[config.mk]
export PLATFORM = sky130hd
export DESIGN_NAME = msi_cache_ctrl
export DESIGN_NICKNAME = d
export VERILOG_FILES = /design/src/rtl/msi_cache_ctrl.sv
export SDC_FILE = /design/constraint.sdc
export NUM_CORES = 1
export LEC_CHECK = 0
export BUFFER_PORTS_ARGS = -buffer_cell sky130_fd_sc_hd__buf_4
export CAP_MARGIN = 20
export CORE_UTILIZATION = 29
export DETAILED_ROUTE_END_ITERATION = 8
export SETUP_SLACK_MARGIN = 0.3
export SLEW_MARGIN = 10
export SYNTH_ARGS = -nofsm -noshare
export SYNTH_HDL_FRONTEND = slang
export SYNTH_SLANG_ARGS = --single-unit
[constraint.sdc]
create_clock -name clk -period 2.8 [get_ports clk]
set_input_delay 0.56 -clock clk [delete_from_list [all_inputs] [get_ports clk]]
set_output_delay 0.56 -clock clk [all_outputs]
set_load 0.005 [all_outputs]
[src/rtl/msi_cache_ctrl.sv]
// MSI cache sequencing FSM: turns processor load/store requests into datapath
// func/snoop controls, covering hits, dirty write-back, peer snoop fills and memory fills.
module msi_cache_ctrl #(
  parameter int unsigned SNOOP_WAIT  = 2,
  parameter int unsigned MEM_TIMEOUT = 255,
  parameter int unsigned CNT_W       = 8
) (
  input  logic       clk,
  input  logic       rst_n,
  input  logic       p_req,
  input  logic       p_wr,
  output logic       p_done,
  output logic       p_err,
  input  logic       read_hit,
  input  logic       write_hit,
  input  logic [1:0] stat,
  output logic [1:0] func,
  output logic       snoop_out,
  output logic       snoop_fill,
  input  logic       peer_snoop_hit,
  output logic       bus_req,
  input  logic       bus_gnt,
  input  logic       mem_ack,
  output logic [2:0] state_dbg
);

  typedef enum logic [2:0] {
    ST_IDLE   = 3'd0,
    ST_LOOKUP = 3'd1,
    ST_WRITE  = 3'd2,
    ST_WB     = 3'd3,
    ST_SNOOP  = 3'd4,
    ST_FILL   = 3'd5
  } state_e;

  typedef enum logic [1:0] {
    F_P_READ  = 2'b00,
    F_P_WRITE = 2'b01,
    F_B_READ  = 2'b10,
    F_B_WRITE = 2'b11
  } func_e;

  localparam logic [CNT_W-1:0] SNOOP_LAST   = CNT_W'(SNOOP_WAIT);
  localparam logic [CNT_W-1:0] TIMEOUT_LAST = CNT_W'(MEM_TIMEOUT - 1);
  localparam logic [CNT_W-1:0] CNT_ONE      = CNT_W'(1);

  state_e           state_q, state_d;
  func_e            func_q, func_d;
  logic [CNT_W-1:0] cnt_q, cnt_d;
  logic             gnt_seen_q, gnt_seen_d;
  logic             bus_req_q, bus_req_d;
  logic             p_done_q, p_done_d;
  logic             p_err_q, p_err_d;
  logic             snoop_out_q, snoop_out_d;
  logic             snoop_fill_q, snoop_fill_d;

  logic  hit;
  logic  beat_done;
  func_e beat_func;

  // write_hit implies read_hit; either one means the line is present.
  assign hit       = read_hit | write_hit;
  assign beat_done = gnt_seen_q & bus_gnt & mem_ack;
  assign beat_func = (state_q == ST_WB) ? F_B_WRITE : F_B_READ;

  always_comb begin
    // NOTE: every *_d gets a default before the case so no path leaves it
    // unassigned; otherwise synthesis infers a latch.
    state_d      = state_q;
    func_d       = func_q;
    cnt_d        = cnt_q;
    gnt_seen_d   = gnt_seen_q;
    bus_req_d    = bus_req_q;
    p_done_d     = 1'b0;
    p_err_d      = 1'b0;
    snoop_out_d  = 1'b0;
    snoop_fill_d = 1'b0;

    case (state_q)
      ST_IDLE: begin
        func_d = F_P_READ;
        // The cycle carrying p_done/p_err still sees the old p_req, so skip it.
        if (p_req && !p_done_q && !p_err_q) begin
          state_d = ST_LOOKUP;
        end
      end

      ST_LOOKUP: begin
        func_d = F_P_READ;
        if (snoop_fill_q) begin
          // Datapath loads the snooped line this cycle; look again next cycle.
          state_d = ST_LOOKUP;
        end else if (hit) begin
          if (p_wr) begin
            state_d = ST_WRITE;
            func_d  = F_P_WRITE;
          end else begin
            state_d  = ST_IDLE;
            p_done_d = 1'b1;
          end
        end else if (stat == 2'b11) begin
          state_d    = ST_WB;
          bus_req_d  = 1'b1;
          cnt_d      = '0;
          gnt_seen_d = 1'b0;
        end else begin
          state_d     = ST_SNOOP;
          snoop_out_d = 1'b1;
          cnt_d       = '0;
        end
      end

      ST_WRITE: begin
        func_d   = F_P_READ;
        p_done_d = 1'b1;
        state_d  = ST_IDLE;
      end

      ST_WB, ST_FILL: begin
        if (beat_done) begin
          func_d = F_P_READ;
          if (state_q == ST_WB) begin
            state_d     = ST_SNOOP;
            snoop_out_d = 1'b1;
            cnt_d       = '0;
          end else begin
            state_d   = ST_LOOKUP;
            bus_req_d = 1'b0;
          end
        end else if (cnt_q == TIMEOUT_LAST) begin
          state_d   = ST_IDLE;
          func_d    = F_P_READ;
          bus_req_d = 1'b0;
          p_err_d   = 1'b1;
          cnt_d     = cnt_q + CNT_ONE;
        end else begin
          cnt_d = cnt_q + CNT_ONE;
          // A grant that later drops leaves func frozen at the beat value.
          if (!gnt_seen_q && bus_gnt) begin
            gnt_seen_d = 1'b1;
            func_d     = beat_func;
          end
        end
      end

      ST_SNOOP: begin
        func_d = F_P_READ;
        cnt_d  = cnt_q + CNT_ONE;
        if (cnt_q == SNOOP_LAST) begin
          if (peer_snoop_hit) begin
            state_d      = ST_LOOKUP;
            snoop_fill_d = 1'b1;
            bus_req_d    = 1'b0;
          end else begin
            state_d    = ST_FILL;
            bus_req_d  = 1'b1;
            cnt_d      = '0;
            gnt_seen_d = 1'b0;
          end
        end
      end

      default: begin
        state_d   = ST_IDLE;
        func_d    = F_P_READ;
        bus_req_d = 1'b0;
      end
    endcase
  end

  // NOTE: state uses non-blocking assignments so every flop samples the
  // pre-edge values regardless of block ordering.
  always_ff @(posedge clk or negedge rst_n) begin
    if (!rst_n) begin
      state_q      <= ST_IDLE;
      func_q       <= F_P_READ;
      cnt_q        <= '0;
      gnt_seen_q   <= 1'b0;
      bus_req_q    <= 1'b0;
      p_done_q     <= 1'b0;
      p_err_q      <= 1'b0;
      snoop_out_q  <= 1'b0;
      snoop_fill_q <= 1'b0;
    end else begin
      state_q      <= state_d;
      func_q       <= func_d;
      cnt_q        <= cnt_d;
      gnt_seen_q   <= gnt_seen_d;
      bus_req_q    <= bus_req_d;
      p_done_q     <= p_done_d;
      p_err_q      <= p_err_d;
      snoop_out_q  <= snoop_out_d;
      snoop_fill_q <= snoop_fill_d;
    end
  end

  assign p_done     = p_done_q;
  assign p_err      = p_err_q;
  assign func       = func_q;
  assign snoop_out  = snoop_out_q;
  assign snoop_fill = snoop_fill_q;
  assign bus_req    = bus_req_q;
  assign state_dbg  = state_q;

endmodule

[After elaboration in Yosys (flattened, before gate mapping)]
Cells that the tools add are included.
Widths: inputs -> output; s select.
Word-level totals
  bits of input ports: 11
  register bits: 19
  logic and storage cells: 109
  output and inout bits: 10
Operators by class
  bitwise gates (word level): 4
  reduce and logical (&&, ||, !) cells: 14
  add/sub/neg operators: 1
  multiplexer cells: 60
  equal/unequal tests: 21
Operators by type and width (count)
  $mux 8: 6
  $mux 1: 34
  $mux 3: 9
  $pmux 8 s3: 1
  $ne 2x2->1 const B: 9
  $pmux 3 s4: 1
  $ne 3x3->1 const B: 3
  $reduce_and 9->1: 1
  $add 8x1->8 const B: 1
  $eq 8x2->1 const B: 1
  $eq 8x8->1 const B: 1
  $mux 2: 4
  $reduce_and 7->1: 1
  $eq 3x2->1 const B: 2
  $eq 3x3->1 const B: 2
  $ne 4x4->1 const B: 1
  $pmux 1 s2: 2
  $pmux 1 s4: 1
  $pmux 2 s2: 1
  $reduce_and 4->1: 1
  $reduce_or 2->1: 2
  $eq 3x1->1 const B: 1
  $logic_and 1x1->1: 3
  $logic_not 1->1: 3
  other kinds (8): 9

[Longest topological paths before layout]
  depth after elaboration: 6
  gate-level depth with buffers: 7
  depth with buffers taken out: 6

[Worst setup path before layout]
OpenSTA, ideal clock, no wires.
  path kind: register to register
  start point: register cnt_q[0]
  end point: register gnt_seen_q
  buffers on the path: 0
  setup time: 0.120 ns
  stages on the path, launching flop included: 7
  data arrival time: 1.606 ns
  setup slack: 1.073 ns
  required time: 2.680 ns
  clock period less this slack: 1.727 ns
  path through: dfrtp_1 > inv_1 > ha_1 > nor4b_2 > a21oi_2 > or4b_4 > o211a_1
On the way
  cells in the longest elaborated chain, start to end: 3
  elaborated cells between the ends (all ways): 5
  those cells by class: 4 x eq/ne; 1 x reduce/logical
RTL lines
  start: declaration: RTL line 49  | logic [CNT_W-1:0] cnt_q, cnt_d;
  start signal: assignment: RTL line 187  | cnt_q <= cnt_d;
  $eq 8x8->1 or $eq 8x2->1 (tied branches): RTL line 130, 149
  $ne 2x2->1 (no source line)
  $reduce_and 9->1 (no source line) (*)
  end signal: assignment: RTL line 188  | gnt_seen_q <= gnt_seen_d;
  end: declaration: RTL line 50  | logic gnt_seen_q, gnt_seen_d;
Mark *: on every way between the ends. The rest lies on a longest branch, timed or not.
A chain may end at the register's enable or synchronous reset.

[Worst setup path in the final report]
  start point: register state_q[2], in the netlist state_dbg[2]
  end point: register cnt_q[5]
On the way
  cells in the longest elaborated chain, start to end: 4
  elaborated cells between the ends (all ways): 11
  those cells by class: 7 x eq/ne; 1 x mux; 3 x reduce/logical
RTL lines
  start: declaration: RTL line 47  | state_e state_q, state_d;
  start signal: assignment: RTL line 185  | state_q <= state_d;
  $eq 3x2->1 or $eq 3x3->1 (tied branches): RTL line 79, 122
  $reduce_or 2->1: RTL line 79  | case (state_q)
  $ne 3x3->1 (no source line) or $reduce_bool 3->1 (tied branches)
  $reduce_and 4->1 (no source line)
Parallel ways exist; a longest one is shown, timed or not.

==> results.yml <==
sta:
  report.final.slew_viol_count: 0
  hold_viol_final: 0
  smallest_hold_slack_ps: 172
  setup_viol: 0
  setup_ws_ps: 780
  timing_worst_slew_pin_value_ps: 665
  timing.final.crit_share_pct: 72.1
  rsz0062_at_grt: "false"
  worst_slew_margin_rel_pct: 55.7
  finalCriticalPeriod_ps: 2020
  fmax_ghz: 0.495
  final.setup_skew_ps: 4.04
  timing.setup.tns_ps: 0
flow_run:
  timing.max_cap.violations: 0
pwr:
  leakage_power_total_nw: 0.597
  power_density_nw_per_um2: 860
  power.ir.vdd_worst_uv: 240
  total_power_mw: 1.19
clock_tree:
  cts.clk_slew.worst_paths_ps: 70
  clock_tree.buffer_depth: 2
  cts-root-buf: "sky130_fd_sc_hd__clkbuf_8"
  cts_tree: "yes"
  postCtsSetupRepairBufs: 0
  clock_buffer_count_from_cts: 3
  post_cts_resized: 0
  sinks_on_the_clock_net: 19
  clk_latency_ps: 250
  postCtsHoldBufs: 0
  h-tree-depth: 1
global_routing:
  grt_usage_pct: 14.7
  grt_max_degree: 20
  grt_pass1_vias: 1009
  antenna_violations_before_repair: 0
  grt_first_pass_wirelength_microns: 4710
  total_congestion_overflow: 0
worst_setup_path:
  cp_max_fo: 15
  critPathKind: "reg -> reg"
  crit_chain: "or3b_1, a21oi_2, nor2_1, o221ai_1"
  cp.arrival_ps: 2180
  r2r_setup_slack_ps: 780
  r2r.worst_path.cells: 4
  critical_path.reg2reg.startpoint: "state_dbg[2]"
  cpPeakStageDelay_ps: 630
  reg2reg_to: "cnt_q[5]"
  worst_setup_path_start_kind: "flop"
  worst_path_max_delay_cell: "sky130_fd_sc_hd__dfrtp_1"
  worstSetupEndpointType: "flop"
  worstPathRequired_ps: 2960
drt:
  first_pass_iters: 4
  routed_wire_length_per_instance_microns: 14.4
  drt-total-wl_microns: 2870
  route.detailed.drc: 0
  vias: 1078
  number_of_violations_reported_at_the_end_of_detailed_routing_iteration_0: 73
  ant_nets: 0
  via_per_inst: 5.42
synthesis:
  asyncSetResetFlopFracSynth_pct: 100
  synthesis.instances: 132
  number_of_flops_mapped_to_enable_cells_by_yosys: 0
  synth_seq_area_share_pct: 41.3
  synth-main-ff-cell: "sky130_fd_sc_hd__dfrtp_1"
  yosysWarningCount: 0
  ys_ff_latch: 19
  postSynthNetCount: 145
  synth_area_per_cell_sq_um: 8.72
  synth_cell_types: 39
  post_synthesis_instance_area_sq_um: 1150
worst_hold_path:
  timing.hold.worst.class: "in -> async"
die:
  design.die.area_sq_um: 4230
  pin_count: 21
  core_area_sq_um: 3740
  die_height_microns: 65
  width_of_the_die_microns: 65
  start_util_pct: 30.7
  row_count: 22
placement:
  dp_cells: 195
  routabilityCongestion: 0.825
  hpwlAfterDp_microns: 2110
  pre_cts_ws_ps: 812
  portBuffers: 20
cells_and_area:
  layout-drive-gt1-share_pct: 18.5
  area_growth_syn_to_layout_pct: 19.7
  filler_cell_count: 409
  finish.cell_count_without_fillers: 199
  design.final.nets: 165
  antenna-diode-count: 0
status:
  outcome: "finished, final reports clean"
## layout by cell type, fill, tap and decap left out, types with 2 or more instances in the layout
cell type,instances
sky130_fd_sc_hd__o21ai_0,11
sky130_fd_sc_hd__clkbuf_8,3
sky130_fd_sc_hd__nor2b_1,2
sky130_fd_sc_hd__nand3_1,7
sky130_fd_sc_hd__nand2b_1,2
sky130_fd_sc_hd__inv_1,11
sky130_fd_sc_hd__a21oi_1,8
sky130_fd_sc_hd__a311o_1,2
sky130_fd_sc_hd__dfrtp_1,19
sky130_fd_sc_hd__o221ai_1,4
sky130_fd_sc_hd__buf_4,20
sky130_fd_sc_hd__a211oi_1,2
sky130_fd_sc_hd__o31ai_1,2
sky130_fd_sc_hd__nor3_1,8
sky130_fd_sc_hd__ha_1,2
sky130_fd_sc_hd__nand4_1,2
sky130_fd_sc_hd__o22ai_1,3
sky130_fd_sc_hd__nand2_1,9
sky130_fd_sc_hd__nor2_1,14
## final cells by class
type | instances | area, sq um | share of cell area [%]
inverters | 11 | 41.3 | 3.00
clock buffers | 3 | 41.3 | 3.00
flip-flops and latches | 19 | 475 | 34.5
clock inverters | 1 | 5.00 | 0.363
well taps | 48 | 60.1 | 4.36
multi-input cells | 97 | 604 | 43.9
repair buffers | 20 | 150 | 10.9
## worst max-delay path: cells and delay by family, from the launching register on
family,cells,cell delay (ps)
AO/OA/AOI/OAI,2,610
flip-flops,1,630
AND/OR/NAND/NOR,2,680
## power breakdown
part           switching, mW  leakage (nW)  internal, mW
Clock                 0.0917        0.0255        0.0988
Sequential             0.117         0.254         0.347
Combinational          0.295         0.318         0.236
Total                  0.503         0.597         0.682
## layer usage
layer / vias up / track usage, % / share of wire [%]
met1: 520 / 17.6 / 46
met4: 0 / 6.67 / 1.6
met2: 31 / 25.9 / 49
met3: 4 / 1.76 / 3.5
met5: - / 0 / 0
li1: 523 / - / -
## how the worst max path moves through the flow
stage                       from    endpoint  depth (start not counted)
finish              state_dbg[2]    cnt_q[5]                          4
global route        state_dbg[2]    cnt_q[5]                          4
CTS                 state_dbg[2]    cnt_q[5]                          4
detailed placement       bus_gnt    cnt_q[5]                          5
global placement         bus_gnt    cnt_q[7]                          5
floorplan               cnt_q[0]  gnt_seen_q                          6
## metrics by stage
step,utilization [%],cell area (sq um)
CTS,36.8,1380
finish,36.8,1380
global route,36.8,1380
global placement,35.6,1330
detailed placement,35.6,1330
floorplan,-,1150
## state kept, by name (all words and copies together) (netlist names)
name,flops
cnt_q,8
state_dbg,3
func,2
bus_req,1
gnt_seen_q,1
p_done,1
p_err,1
snoop_fill,1
snoop_out,1
## logic make-up (layout without fill, tap and decap cells)
| kind of cell | count (synthesis) | after routing | share of synthesized area (%) |
|---|---|---|---|
| flip-flops | 19 | 19 | 41.3 |
| XOR/XNOR | 2 | 2 | 1.52 |
| AO/OA/AOI/OAI | 39 | 39 | 22.6 |
| AND/OR/NAND/NOR | 54 | 54 | 26.2 |
| buffers and inverters | 16 | 35 | 6.19 |
| adder cells (fa/ha/maj) | 2 | 2 | 2.17 |
## synthesized netlist by cell type (3+ instances only)
library cell,number,area share (%)
sky130_fd_sc_hd__inv_1,11,3.6
sky130_fd_sc_hd__o21ai_0,11,4.8
sky130_fd_sc_hd__nor3_1,8,3.5
sky130_fd_sc_hd__nand2_1,9,2.9
sky130_fd_sc_hd__o221ai_1,4,3.0
sky130_fd_sc_hd__nand3_1,7,3.0
sky130_fd_sc_hd__a21oi_1,8,3.5
sky130_fd_sc_hd__o22ai_1,3,1.6
sky130_fd_sc_hd__buf_2,3,1.3
sky130_fd_sc_hd__dfrtp_1,19,41
sky130_fd_sc_hd__nor2_1,14,4.6
(Power assumes the default switching activity.)
